--- src/rtl/ex_pipeline_if.sv ---
// ex_pipeline_if
//   Bundles every non-clock/reset signal of the EX stage.
//   slave  : the EX stage (ex_pipeline). It consumes the ID/EX fields and the
//            WB forwarding path, and it drives the EX/MA register outputs plus
//            the combinational branch/stall outputs.
//   master : the surrounding pipeline. It drives ID/EX + WB and observes the
//            EX outputs.
//   ID/EX  : RegWEn_in, MemRW_in, ASel_in, BSel_in, BrEn_in, Jump_in, MulEn_in,
//            WBSel_in[1:0], funct3_in[2:0], ALUSel_in[3:0], pc_in, pcPlus4_in,
//            DataA_in, DataB_in, Imm_in[31:0], AddrA_in, AddrB_in, AddrD_in[4:0]
//   WB     : fwd_RegWEn, fwd_AddrD[4:0], fwd_DataWB[31:0]
//   EX/MA  : RegWEn_out, MemRW_out, WBSel_out, funct3_out, ALU_Result_out,
//            DataW_out, pcPlus4_out, AddrD_out
//   comb   : PCSel_out, PCTarget_out[31:0], stall_out
interface ex_pipeline_if;
  logic        RegWEn_in;
  logic        MemRW_in;
  logic        ASel_in;
  logic        BSel_in;
  logic        BrEn_in;
  logic        Jump_in;
  logic        MulEn_in;
  logic [1:0]  WBSel_in;
  logic [2:0]  funct3_in;
  logic [3:0]  ALUSel_in;
  logic [31:0] pc_in;
  logic [31:0] pcPlus4_in;
  logic [31:0] DataA_in;
  logic [31:0] DataB_in;
  logic [31:0] Imm_in;
  logic [4:0]  AddrA_in;
  logic [4:0]  AddrB_in;
  logic [4:0]  AddrD_in;
  logic        fwd_RegWEn;
  logic [4:0]  fwd_AddrD;
  logic [31:0] fwd_DataWB;
  logic        RegWEn_out;
  logic        MemRW_out;
  logic [1:0]  WBSel_out;
  logic [2:0]  funct3_out;
  logic [31:0] ALU_Result_out;
  logic [31:0] DataW_out;
  logic [31:0] pcPlus4_out;
  logic [4:0]  AddrD_out;
  logic        PCSel_out;
  logic [31:0] PCTarget_out;
  logic        stall_out;

  modport slave (
    input  RegWEn_in, MemRW_in, ASel_in, BSel_in, BrEn_in, Jump_in, MulEn_in,
           WBSel_in, funct3_in, ALUSel_in, pc_in, pcPlus4_in, DataA_in,
           DataB_in, Imm_in, AddrA_in, AddrB_in, AddrD_in,
           fwd_RegWEn, fwd_AddrD, fwd_DataWB,
    output RegWEn_out, MemRW_out, WBSel_out, funct3_out, ALU_Result_out,
           DataW_out, pcPlus4_out, AddrD_out, PCSel_out, PCTarget_out, stall_out
  );

  modport master (
    output RegWEn_in, MemRW_in, ASel_in, BSel_in, BrEn_in, Jump_in, MulEn_in,
           WBSel_in, funct3_in, ALUSel_in, pc_in, pcPlus4_in, DataA_in,
           DataB_in, Imm_in, AddrA_in, AddrB_in, AddrD_in,
           fwd_RegWEn, fwd_AddrD, fwd_DataWB,
    input  RegWEn_out, MemRW_out, WBSel_out, funct3_out, ALU_Result_out,
           DataW_out, pcPlus4_out, AddrD_out, PCSel_out, PCTarget_out, stall_out
  );
endinterface

--- src/rtl/ex_pipeline.sv ---
// ex_pipeline
//   RISC-V style execute stage. It forwards operands from EX/MA and WB,
//   runs the ALU and the branch compare, and registers the EX/MA fields.
//   Ports:
//     clk     : rising-edge clock
//     reset_n : asynchronous active-low reset; clears EX/MA and the multiplier
//     bus     : ex_pipeline_if.slave (ID/EX inputs, WB forwarding, EX/MA
//               outputs, PCSel/PCTarget/stall)
//   Build option:
//     EX_MUL_EN : when defined, adds a 32-cycle shift-add multiplier selected
//                 by MulEn_in. It stalls the stage while busy. When undefined,
//                 MulEn_in is ignored and stall_out is tied low.
module ex_pipeline (
  input logic          clk,
  input logic          reset_n,
  ex_pipeline_if.slave bus
);

  logic [31:0] rs1Fwd;
  logic [31:0] rs2Fwd;
  logic [31:0] opA;
  logic [31:0] opB;
  logic [31:0] aluResult;
  logic [31:0] exResult;
  logic        brTaken;
  logic        stall;

  // Forward rs1: an EX/MA ALU result wins over WB; x0 is never forwarded.
  always_comb begin
    rs1Fwd = bus.DataA_in;
    if ((bus.AddrA_in != 5'd0) && bus.RegWEn_out &&
        (bus.AddrD_out == bus.AddrA_in) && (bus.WBSel_out == 2'b01)) begin
      rs1Fwd = bus.ALU_Result_out;
    end else if ((bus.AddrA_in != 5'd0) && bus.fwd_RegWEn &&
                 (bus.fwd_AddrD == bus.AddrA_in)) begin
      rs1Fwd = bus.fwd_DataWB;
    end else begin
      rs1Fwd = bus.DataA_in;
    end
  end

  // Forward rs2 with the same priority as rs1.
  always_comb begin
    rs2Fwd = bus.DataB_in;
    if ((bus.AddrB_in != 5'd0) && bus.RegWEn_out &&
        (bus.AddrD_out == bus.AddrB_in) && (bus.WBSel_out == 2'b01)) begin
      rs2Fwd = bus.ALU_Result_out;
    end else if ((bus.AddrB_in != 5'd0) && bus.fwd_RegWEn &&
                 (bus.fwd_AddrD == bus.AddrB_in)) begin
      rs2Fwd = bus.fwd_DataWB;
    end else begin
      rs2Fwd = bus.DataB_in;
    end
  end

  assign opA = bus.ASel_in ? bus.pc_in  : rs1Fwd;
  assign opB = bus.BSel_in ? bus.Imm_in : rs2Fwd;

  // ALU: shifts use opB[4:0]; unused encodings produce zero.
  always_comb begin
    aluResult = 32'd0;
    case (bus.ALUSel_in)
      4'd0:    aluResult = opA + opB;
      4'd1:    aluResult = opA - opB;
      4'd2:    aluResult = opA << opB[4:0];
      4'd3:    aluResult = {31'd0, ($signed(opA) < $signed(opB))};
      4'd4:    aluResult = {31'd0, (opA < opB)};
      4'd5:    aluResult = opA ^ opB;
      4'd6:    aluResult = opA >> opB[4:0];
      4'd7:    aluResult = $unsigned($signed(opA) >>> opB[4:0]);
      4'd8:    aluResult = opA | opB;
      4'd9:    aluResult = opA & opB;
      4'd10:   aluResult = opB;
      default: aluResult = 32'd0;
    endcase
  end

  // Branch condition always compares the forwarded registers, never pc/imm.
  always_comb begin
    brTaken = 1'b0;
    case (bus.funct3_in)
      3'b000:  brTaken = (rs1Fwd == rs2Fwd);
      3'b001:  brTaken = (rs1Fwd != rs2Fwd);
      3'b100:  brTaken = ($signed(rs1Fwd) <  $signed(rs2Fwd));
      3'b101:  brTaken = ($signed(rs1Fwd) >= $signed(rs2Fwd));
      3'b110:  brTaken = (rs1Fwd <  rs2Fwd);
      3'b111:  brTaken = (rs1Fwd >= rs2Fwd);
      default: brTaken = 1'b0;
    endcase
  end

`ifdef EX_MUL_EN
  typedef enum logic {MUL_IDLE = 1'b0, MUL_BUSY = 1'b1} mulState_t;

  mulState_t   mulState;
  logic [4:0]  mulCnt;
  logic [31:0] mulCand;
  logic [31:0] mulPlier;
  logic [31:0] mulProd;
  logic        mulDone;

  // Multiplier FSM. The capture edge already adds multiplier bit 0, so
  // 31 BUSY cycles finish the 32 iterations. mulDone marks the single
  // cycle in which EX/MA takes the product. It also prevents a restart
  // from the still-held MulEn_in.
  always_ff @(posedge clk or negedge reset_n) begin
    if (!reset_n) begin
      mulState <= MUL_IDLE;
      mulCnt   <= 5'd0;
      mulCand  <= 32'd0;
      mulPlier <= 32'd0;
      mulProd  <= 32'd0;
      mulDone  <= 1'b0;
    end else begin
      case (mulState)
        MUL_IDLE: begin
          if (mulDone) begin
            mulDone <= 1'b0;
          end else if (bus.MulEn_in) begin
            mulProd  <= opB[0] ? opA : 32'd0;
            mulCand  <= opA << 1;
            mulPlier <= opB >> 1;
            mulCnt   <= 5'd1;
            mulState <= MUL_BUSY;
          end
        end
        MUL_BUSY: begin
          mulProd  <= mulProd + (mulPlier[0] ? mulCand : 32'd0);
          mulCand  <= mulCand << 1;
          mulPlier <= mulPlier >> 1;
          mulCnt   <= mulCnt + 5'd1;
          if (mulCnt == 5'd31) begin
            mulState <= MUL_IDLE;
            mulDone  <= 1'b1;
          end
        end
        default: begin
          mulState <= MUL_IDLE;
          mulCnt   <= 5'd0;
          mulDone  <= 1'b0;
        end
      endcase
    end
  end

  // Gate with reset_n so stall drops as soon as reset is applied mid-multiply.
  assign stall = reset_n & ((mulState == MUL_BUSY) ||
                            ((mulState == MUL_IDLE) && bus.MulEn_in && !mulDone));
  assign exResult = mulDone ? mulProd : aluResult;
`else
  logic unusedMulEn;

  assign unusedMulEn = bus.MulEn_in;
  assign stall       = 1'b0;
  assign exResult    = aluResult;
`endif

  assign bus.stall_out    = stall;
  assign bus.PCSel_out    = !stall && (bus.Jump_in || (bus.BrEn_in && brTaken));
  assign bus.PCTarget_out = {aluResult[31:1], 1'b0};

  // EX/MA register. A stall inserts a bubble by clearing only the write
  // enables, and every other field holds its value.
  always_ff @(posedge clk or negedge reset_n) begin
    if (!reset_n) begin
      bus.RegWEn_out     <= 1'b0;
      bus.MemRW_out      <= 1'b0;
      bus.WBSel_out      <= 2'd0;
      bus.funct3_out     <= 3'd0;
      bus.ALU_Result_out <= 32'd0;
      bus.DataW_out      <= 32'd0;
      bus.pcPlus4_out    <= 32'd0;
      bus.AddrD_out      <= 5'd0;
    end else if (stall) begin
      bus.RegWEn_out <= 1'b0;
      bus.MemRW_out  <= 1'b0;
    end else begin
      bus.RegWEn_out     <= bus.RegWEn_in;
      bus.MemRW_out      <= bus.MemRW_in;
      bus.WBSel_out      <= bus.WBSel_in;
      bus.funct3_out     <= bus.funct3_in;
      bus.ALU_Result_out <= exResult;
      bus.DataW_out      <= rs2Fwd;
      bus.pcPlus4_out    <= bus.pcPlus4_in;
      bus.AddrD_out      <= bus.AddrD_in;
    end
  end

endmodule

--- src/flat_wrapper.sv ---
// flat-port wrapper written by rule: the top's interface ports become plain ports
module ex_pipeline_flat 
  (clk, reset_n, bus_RegWEn_in, bus_MemRW_in, bus_ASel_in, bus_BSel_in, bus_BrEn_in, bus_Jump_in, bus_MulEn_in, bus_WBSel_in, bus_funct3_in, bus_ALUSel_in, bus_pc_in, bus_pcPlus4_in, bus_DataA_in, bus_DataB_in, bus_Imm_in, bus_AddrA_in, bus_AddrB_in, bus_AddrD_in, bus_fwd_RegWEn, bus_fwd_AddrD, bus_fwd_DataWB, bus_RegWEn_out, bus_MemRW_out, bus_WBSel_out, bus_funct3_out, bus_ALU_Result_out, bus_DataW_out, bus_pcPlus4_out, bus_AddrD_out, bus_PCSel_out, bus_PCTarget_out, bus_stall_out);
  ex_pipeline_if bus_i ();
  input logic clk;
  input logic reset_n;
  input wire logic [$bits(bus_i.RegWEn_in)-1:0] bus_RegWEn_in;
  input wire logic [$bits(bus_i.MemRW_in)-1:0] bus_MemRW_in;
  input wire logic [$bits(bus_i.ASel_in)-1:0] bus_ASel_in;
  input wire logic [$bits(bus_i.BSel_in)-1:0] bus_BSel_in;
  input wire logic [$bits(bus_i.BrEn_in)-1:0] bus_BrEn_in;
  input wire logic [$bits(bus_i.Jump_in)-1:0] bus_Jump_in;
  input wire logic [$bits(bus_i.MulEn_in)-1:0] bus_MulEn_in;
  input wire logic [$bits(bus_i.WBSel_in)-1:0] bus_WBSel_in;
  input wire logic [$bits(bus_i.funct3_in)-1:0] bus_funct3_in;
  input wire logic [$bits(bus_i.ALUSel_in)-1:0] bus_ALUSel_in;
  input wire logic [$bits(bus_i.pc_in)-1:0] bus_pc_in;
  input wire logic [$bits(bus_i.pcPlus4_in)-1:0] bus_pcPlus4_in;
  input wire logic [$bits(bus_i.DataA_in)-1:0] bus_DataA_in;
  input wire logic [$bits(bus_i.DataB_in)-1:0] bus_DataB_in;
  input wire logic [$bits(bus_i.Imm_in)-1:0] bus_Imm_in;
  input wire logic [$bits(bus_i.AddrA_in)-1:0] bus_AddrA_in;
  input wire logic [$bits(bus_i.AddrB_in)-1:0] bus_AddrB_in;
  input wire logic [$bits(bus_i.AddrD_in)-1:0] bus_AddrD_in;
  input wire logic [$bits(bus_i.fwd_RegWEn)-1:0] bus_fwd_RegWEn;
  input wire logic [$bits(bus_i.fwd_AddrD)-1:0] bus_fwd_AddrD;
  input wire logic [$bits(bus_i.fwd_DataWB)-1:0] bus_fwd_DataWB;
  output wire logic [$bits(bus_i.RegWEn_out)-1:0] bus_RegWEn_out;
  output wire logic [$bits(bus_i.MemRW_out)-1:0] bus_MemRW_out;
  output wire logic [$bits(bus_i.WBSel_out)-1:0] bus_WBSel_out;
  output wire logic [$bits(bus_i.funct3_out)-1:0] bus_funct3_out;
  output wire logic [$bits(bus_i.ALU_Result_out)-1:0] bus_ALU_Result_out;
  output wire logic [$bits(bus_i.DataW_out)-1:0] bus_DataW_out;
  output wire logic [$bits(bus_i.pcPlus4_out)-1:0] bus_pcPlus4_out;
  output wire logic [$bits(bus_i.AddrD_out)-1:0] bus_AddrD_out;
  output wire logic [$bits(bus_i.PCSel_out)-1:0] bus_PCSel_out;
  output wire logic [$bits(bus_i.PCTarget_out)-1:0] bus_PCTarget_out;
  output wire logic [$bits(bus_i.stall_out)-1:0] bus_stall_out;
  assign bus_i.RegWEn_in = bus_RegWEn_in;
  assign bus_i.MemRW_in = bus_MemRW_in;
  assign bus_i.ASel_in = bus_ASel_in;
  assign bus_i.BSel_in = bus_BSel_in;
  assign bus_i.BrEn_in = bus_BrEn_in;
  assign bus_i.Jump_in = bus_Jump_in;
  assign bus_i.MulEn_in = bus_MulEn_in;
  assign bus_i.WBSel_in = bus_WBSel_in;
  assign bus_i.funct3_in = bus_funct3_in;
  assign bus_i.ALUSel_in = bus_ALUSel_in;
  assign bus_i.pc_in = bus_pc_in;
  assign bus_i.pcPlus4_in = bus_pcPlus4_in;
  assign bus_i.DataA_in = bus_DataA_in;
  assign bus_i.DataB_in = bus_DataB_in;
  assign bus_i.Imm_in = bus_Imm_in;
  assign bus_i.AddrA_in = bus_AddrA_in;
  assign bus_i.AddrB_in = bus_AddrB_in;
  assign bus_i.AddrD_in = bus_AddrD_in;
  assign bus_i.fwd_RegWEn = bus_fwd_RegWEn;
  assign bus_i.fwd_AddrD = bus_fwd_AddrD;
  assign bus_i.fwd_DataWB = bus_fwd_DataWB;
  assign bus_RegWEn_out = bus_i.RegWEn_out;
  assign bus_MemRW_out = bus_i.MemRW_out;
  assign bus_WBSel_out = bus_i.WBSel_out;
  assign bus_funct3_out = bus_i.funct3_out;
  assign bus_ALU_Result_out = bus_i.ALU_Result_out;
  assign bus_DataW_out = bus_i.DataW_out;
  assign bus_pcPlus4_out = bus_i.pcPlus4_out;
  assign bus_AddrD_out = bus_i.AddrD_out;
  assign bus_PCSel_out = bus_i.PCSel_out;
  assign bus_PCTarget_out = bus_i.PCTarget_out;
  assign bus_stall_out = bus_i.stall_out;
  ex_pipeline u_core (.clk(clk), .reset_n(reset_n), .bus(bus_i));
endmodule
--- config.mk ---
export PLATFORM = sky130hd
export DESIGN_NAME = ex_pipeline_flat
export DESIGN_NICKNAME = d
export VERILOG_FILES = /design/src/rtl/ex_pipeline_if.sv /design/src/rtl/ex_pipeline.sv /design/src/flat_wrapper.sv
export SDC_FILE = /design/constraint.sdc
export NUM_CORES = 1
export LEC_CHECK = 0
export ABC_AREA = 1
export BUFFER_PORTS_ARGS = -buffer_cell sky130_fd_sc_hd__buf_2
export CORE_MARGIN = 3
export CORE_UTILIZATION = 45
export CTS_CLUSTER_SIZE = 30
export DETAILED_ROUTE_END_ITERATION = 10
export HOLD_SLACK_MARGIN = 0.06
export PLACE_DENSITY = 0.74
export SETUP_SLACK_MARGIN = 0.1
export SLEW_MARGIN = 30
export SYNTH_ARGS = -nofsm -noshare
export SYNTH_HDL_FRONTEND = slang
export SYNTH_SLANG_ARGS = --single-unit
--- constraint.sdc ---
create_clock -name clk -period 6.11 [get_ports clk]
set_clock_uncertainty 0.2 [all_clocks]
set_input_delay 0.611 -clock clk [delete_from_list [all_inputs] [get_ports clk]]
set_output_delay 0.611 -clock clk [all_outputs]
set_load 0.02 [all_outputs]
==> summary.md <==
| Metric | Value |
|---|---|
| Vias | `20650` |
| GP Congestion | `1.043` |
| Final-report max-slew violation count | `0` |
| Pin count of the biggest net entering global routing | `68` |
| Placed cell area | `0.01882 mm²` |
| Post-synth cell types | `58` |
| Worst-Margin Slew | `0.9579 ns` |
| Fmax | `172.1 MHz` |
| Ys Warns | `0` |
| DRC viols | `0` |
| Syn Inst Count | `2747` |
| Initial DRT Pass Iterations | `6` |
| Setup CP Type | `reg2out` |
| Final setup fails | `0` |
| Critical Path RT | `5.30 ns` |
| RSZ-0062 raised after global routing | `true` |
| Top delay family on crit path | `simple AND/OR/NAND/NOR gates` |
| CP Max Fanout | `42` |
| Number of H-tree levels | `3` |
| Clk slew on worst S/H paths | `0.08 ns` |
| Worst Hold Class | `in2reg` |
| Fin area | `0.01942 mm²` |
| Slowest CP cell | `ha_2` |
| Die area | `0.03947 mm²` |
| Status | `finished, final reports clean` |
| CTS buffer count | `9` |
| Sequential share of the synthesized area | `16.18%` |
| Die height | `198.7 µm` |
| Tmin final | `5.810 ns` |
| CP peak stage delay | `0.45 ns` |
| Worst endpoint data arrival time | `5.00 ns` |
| Nets | `3419` |
| Initial DRC Count | `2121` |
| I/O Buffers | `369` |
| Post-DRT Antenna Nets | `0` |
| Drt total wl | `79.97 mm` |
| Die width | `198.7 µm` |
| Final Hold Violating Endpoints | `0` |
| Number of enable flip-flop cells after synthesis | `0` |
| Worst Path Buf+Inv | `4` |
| Clock Sink Count | `108` |
| Layout cells sized above 1 | `25.04%` |
| Leakage power | `10.63 nW` |
| Clk root buf | `clkbuf_16` |
| Avg Inst Size Synth | `6.081 µm²` |
| TritonCTS clock tree | `done` |
| Routed WL per cell | `22.62 µm` |
| Netlist Area Pre-Place | `0.01670 mm²` |
| Gr ovfl total | `0` |
| Element type at the critical path start | `flip-flop` |
| Max Cap Viol | `0` |
| Period utilization | `95.08%` |
| Antenna violations before repair | `16` |
| Vias in the first global route | `19000` |
| Row count | `69` |
| Layout area overhead | `16.28%` |
| Post-DP HPWL | `65.08 mm` |
| Setup TNS | `0 ns` |
| Asr flop ratio synth | `100.0%` |
| Ports | `373` |
| Vias/cell | `5.839` |
| Synthesized flop and latch total | `108` |
| Gr usage total | `38.61%` |
| Ys flop type | `dfrtp_1` |
| Max VDD drop | `121.0 µV` |
| CORE AREA | `0.03609 mm²` |
| Starting Density | `46.29%` |
| Bufs on Longest Clock Path | `2` |
| Clk_lat worst skew | `0.37 ns` |
| Worst setup EP type | `primary output` |
| Slew headroom | `36.07%` |
| First-pass GRT wire length | `115.5 mm` |
| PD cells | `181.0 mW/mm²` |
## layer usage
metal  vias up  wire length [µm]  global-route usage [%]  part of all wire, %
met1      9635             31760                   51.91                   40
li1       9593                 -                       -                    -
met4         4              4198                   19.89                  5.2
met5         -                24                       0                0.030
met3       194              9057                   7.605                   11
met2      1219             34930                   58.87                   44
## power by group
part / internal (mW) / switching (mW) / total (mW)
logic: 0.639 / 1.45 / 2.09
clock network: 0.287 / 0.306 / 0.593
registers: 0.778 / 0.0565 / 0.834
## placed cells by master, fill, tap and decap left out, drive strengths merged, types with 5 or more instances in the layout
master,netlist,layout
nor2,222,222
a221oi,13,13
o21a,8,8
o2111ai,11,11
nand4,20,20
nand3b,6,6
xor2,14,14
nand3,405,405
o211ai,26,26
or2,35,35
clkinv,4,6
nor3,17,17
ha,128,128
inv,352,355
a31oi,5,5
a21oi,182,182
diode,0,12
a21o,9,9
buf,118,456
clkbuf,40,9
o21ai,197,197
o22ai,11,11
dfrtp,108,108
nand2,777,777
o21bai,8,8
## cells by family after synthesis
logic type,after synthesis,share of synthesized area (%)
DFF,108,16.18
adders and majority gates,130,9.828
AOI/OAI and AO/OA,486,17.66
xor gates and xnor gates,18,0.9438
and+or+nand+nor,1490,41.32
buffers and inverters,514,14.05
other,1,0.02245
## cells in the mapped netlist, types with 7 or more instances
library cell,count,share of area [%]
or2_2,34,1.3
clkbuf_1,40,0.90
a21o_1,9,0.40
a221oi_1,13,0.68
o21a_1,8,0.36
dfrtp_1,108,16
inv_1,332,7.5
nand2_4,16,1.1
o211ai_2,7,0.52
nor2_4,7,0.47
nand3_2,41,2.5
nor3_1,17,0.51
buf_2,42,1.3
nand4_1,20,0.75
o22ai_1,11,0.41
o211ai_1,19,0.85
buf_4,48,2.2
inv_2,18,0.40
nor2_2,7,0.26
nand2_2,69,2.6
nand2_1,692,16
o21ai_0,108,3.2
ha_1,128,9.6
o21ai_1,64,1.9
a21oi_1,167,5.0
a21oi_2,14,0.73
nand3_1,364,11
o21bai_1,8,0.36
xor2_1,14,0.73
nor2_1,206,4.6
o21ai_2,23,1.2
buf_6,24,1.6
o2111ai_1,11,0.58
## layout make-up
| class | instances | area [µm²] |
|---|---|---|
| inverters | 356 | 1343 |
| fillers | 3760 | 16660 |
| diodes | 12 | 30.03 |
| clock inverters | 7 | 68.82 |
| clock buffers | 9 | 225.2 |
| flip-flops and latches | 108 | 2703 |
| repair buffers | 457 | 2610 |
| multi-input cells | 2126 | 11870 |
| well taps | 461 | 576.8 |
## final timing paths
kind | end | cells after the start | start | slack, ns
max in group asynchronous | u_core.bus.ALU_Result_out[28]$_DFF_PN0_ | 4 | reset_n | 4.07
hold / removal | u_core.bus.pcPlus4_out[17]$_DFF_PN0_ | 1 | bus_pcPlus4_in[17] | 0.14
hold reg to reg | u_core.bus.DataW_out[8]$_DFF_PN0_ | 2 | u_core.bus.ALU_Result_out[8]$_DFF_PN0_ | 0.39
setup / recovery | bus_PCTarget_out[30] | 25 | u_core.bus.AddrD_out[3]$_DFF_PN0_ | 0.30
min in group asynchronous | u_core.bus.pcPlus4_out[19]$_DFF_PN0_ | 2 | reset_n | 0.62
setup reg to reg | u_core.bus.ALU_Result_out[30]$_DFF_PN0_ | 24 | u_core.bus.AddrD_out[3]$_DFF_PN0_ | 1.33
## stage by stage
step                worst slack (ns)  hold WS (ns)  power [mW]  cells  utilization [%]
floorplan                      1.180        0.1154       2.133   2748                -
finish                        0.3004        0.1383       3.515   3536            53.82
global route                 0.04352        0.1318       3.713   3533            53.80
global placement              0.2529        0.3680       2.804   3499            52.07
detailed placement            0.1516        0.3686       2.822   3500            52.15
CTS                           0.1349        0.1332       3.413   3517            52.99
## state kept, by name, indices dropped and copies added, names as in the netlist
name	cells
u_core.bus.ALU_Result_out	32
u_core.bus.DataW_out	32
u_core.bus.pcPlus4_out	32
u_core.bus.AddrD_out	5
u_core.bus.funct3_out	3
u_core.bus.WBSel_out	2
u_core.bus.MemRW_out	1
u_core.bus.RegWEn_out	1
## timing repair
item,in CTS,in global routing
setup endpoints to repair,0,22
setup buffers,0,6
hold buffers,1,0
gates resized for setup,0,58
endpoints found under the hold margin,44,0
No activity file was read; power rests on OpenSTA's default activity.
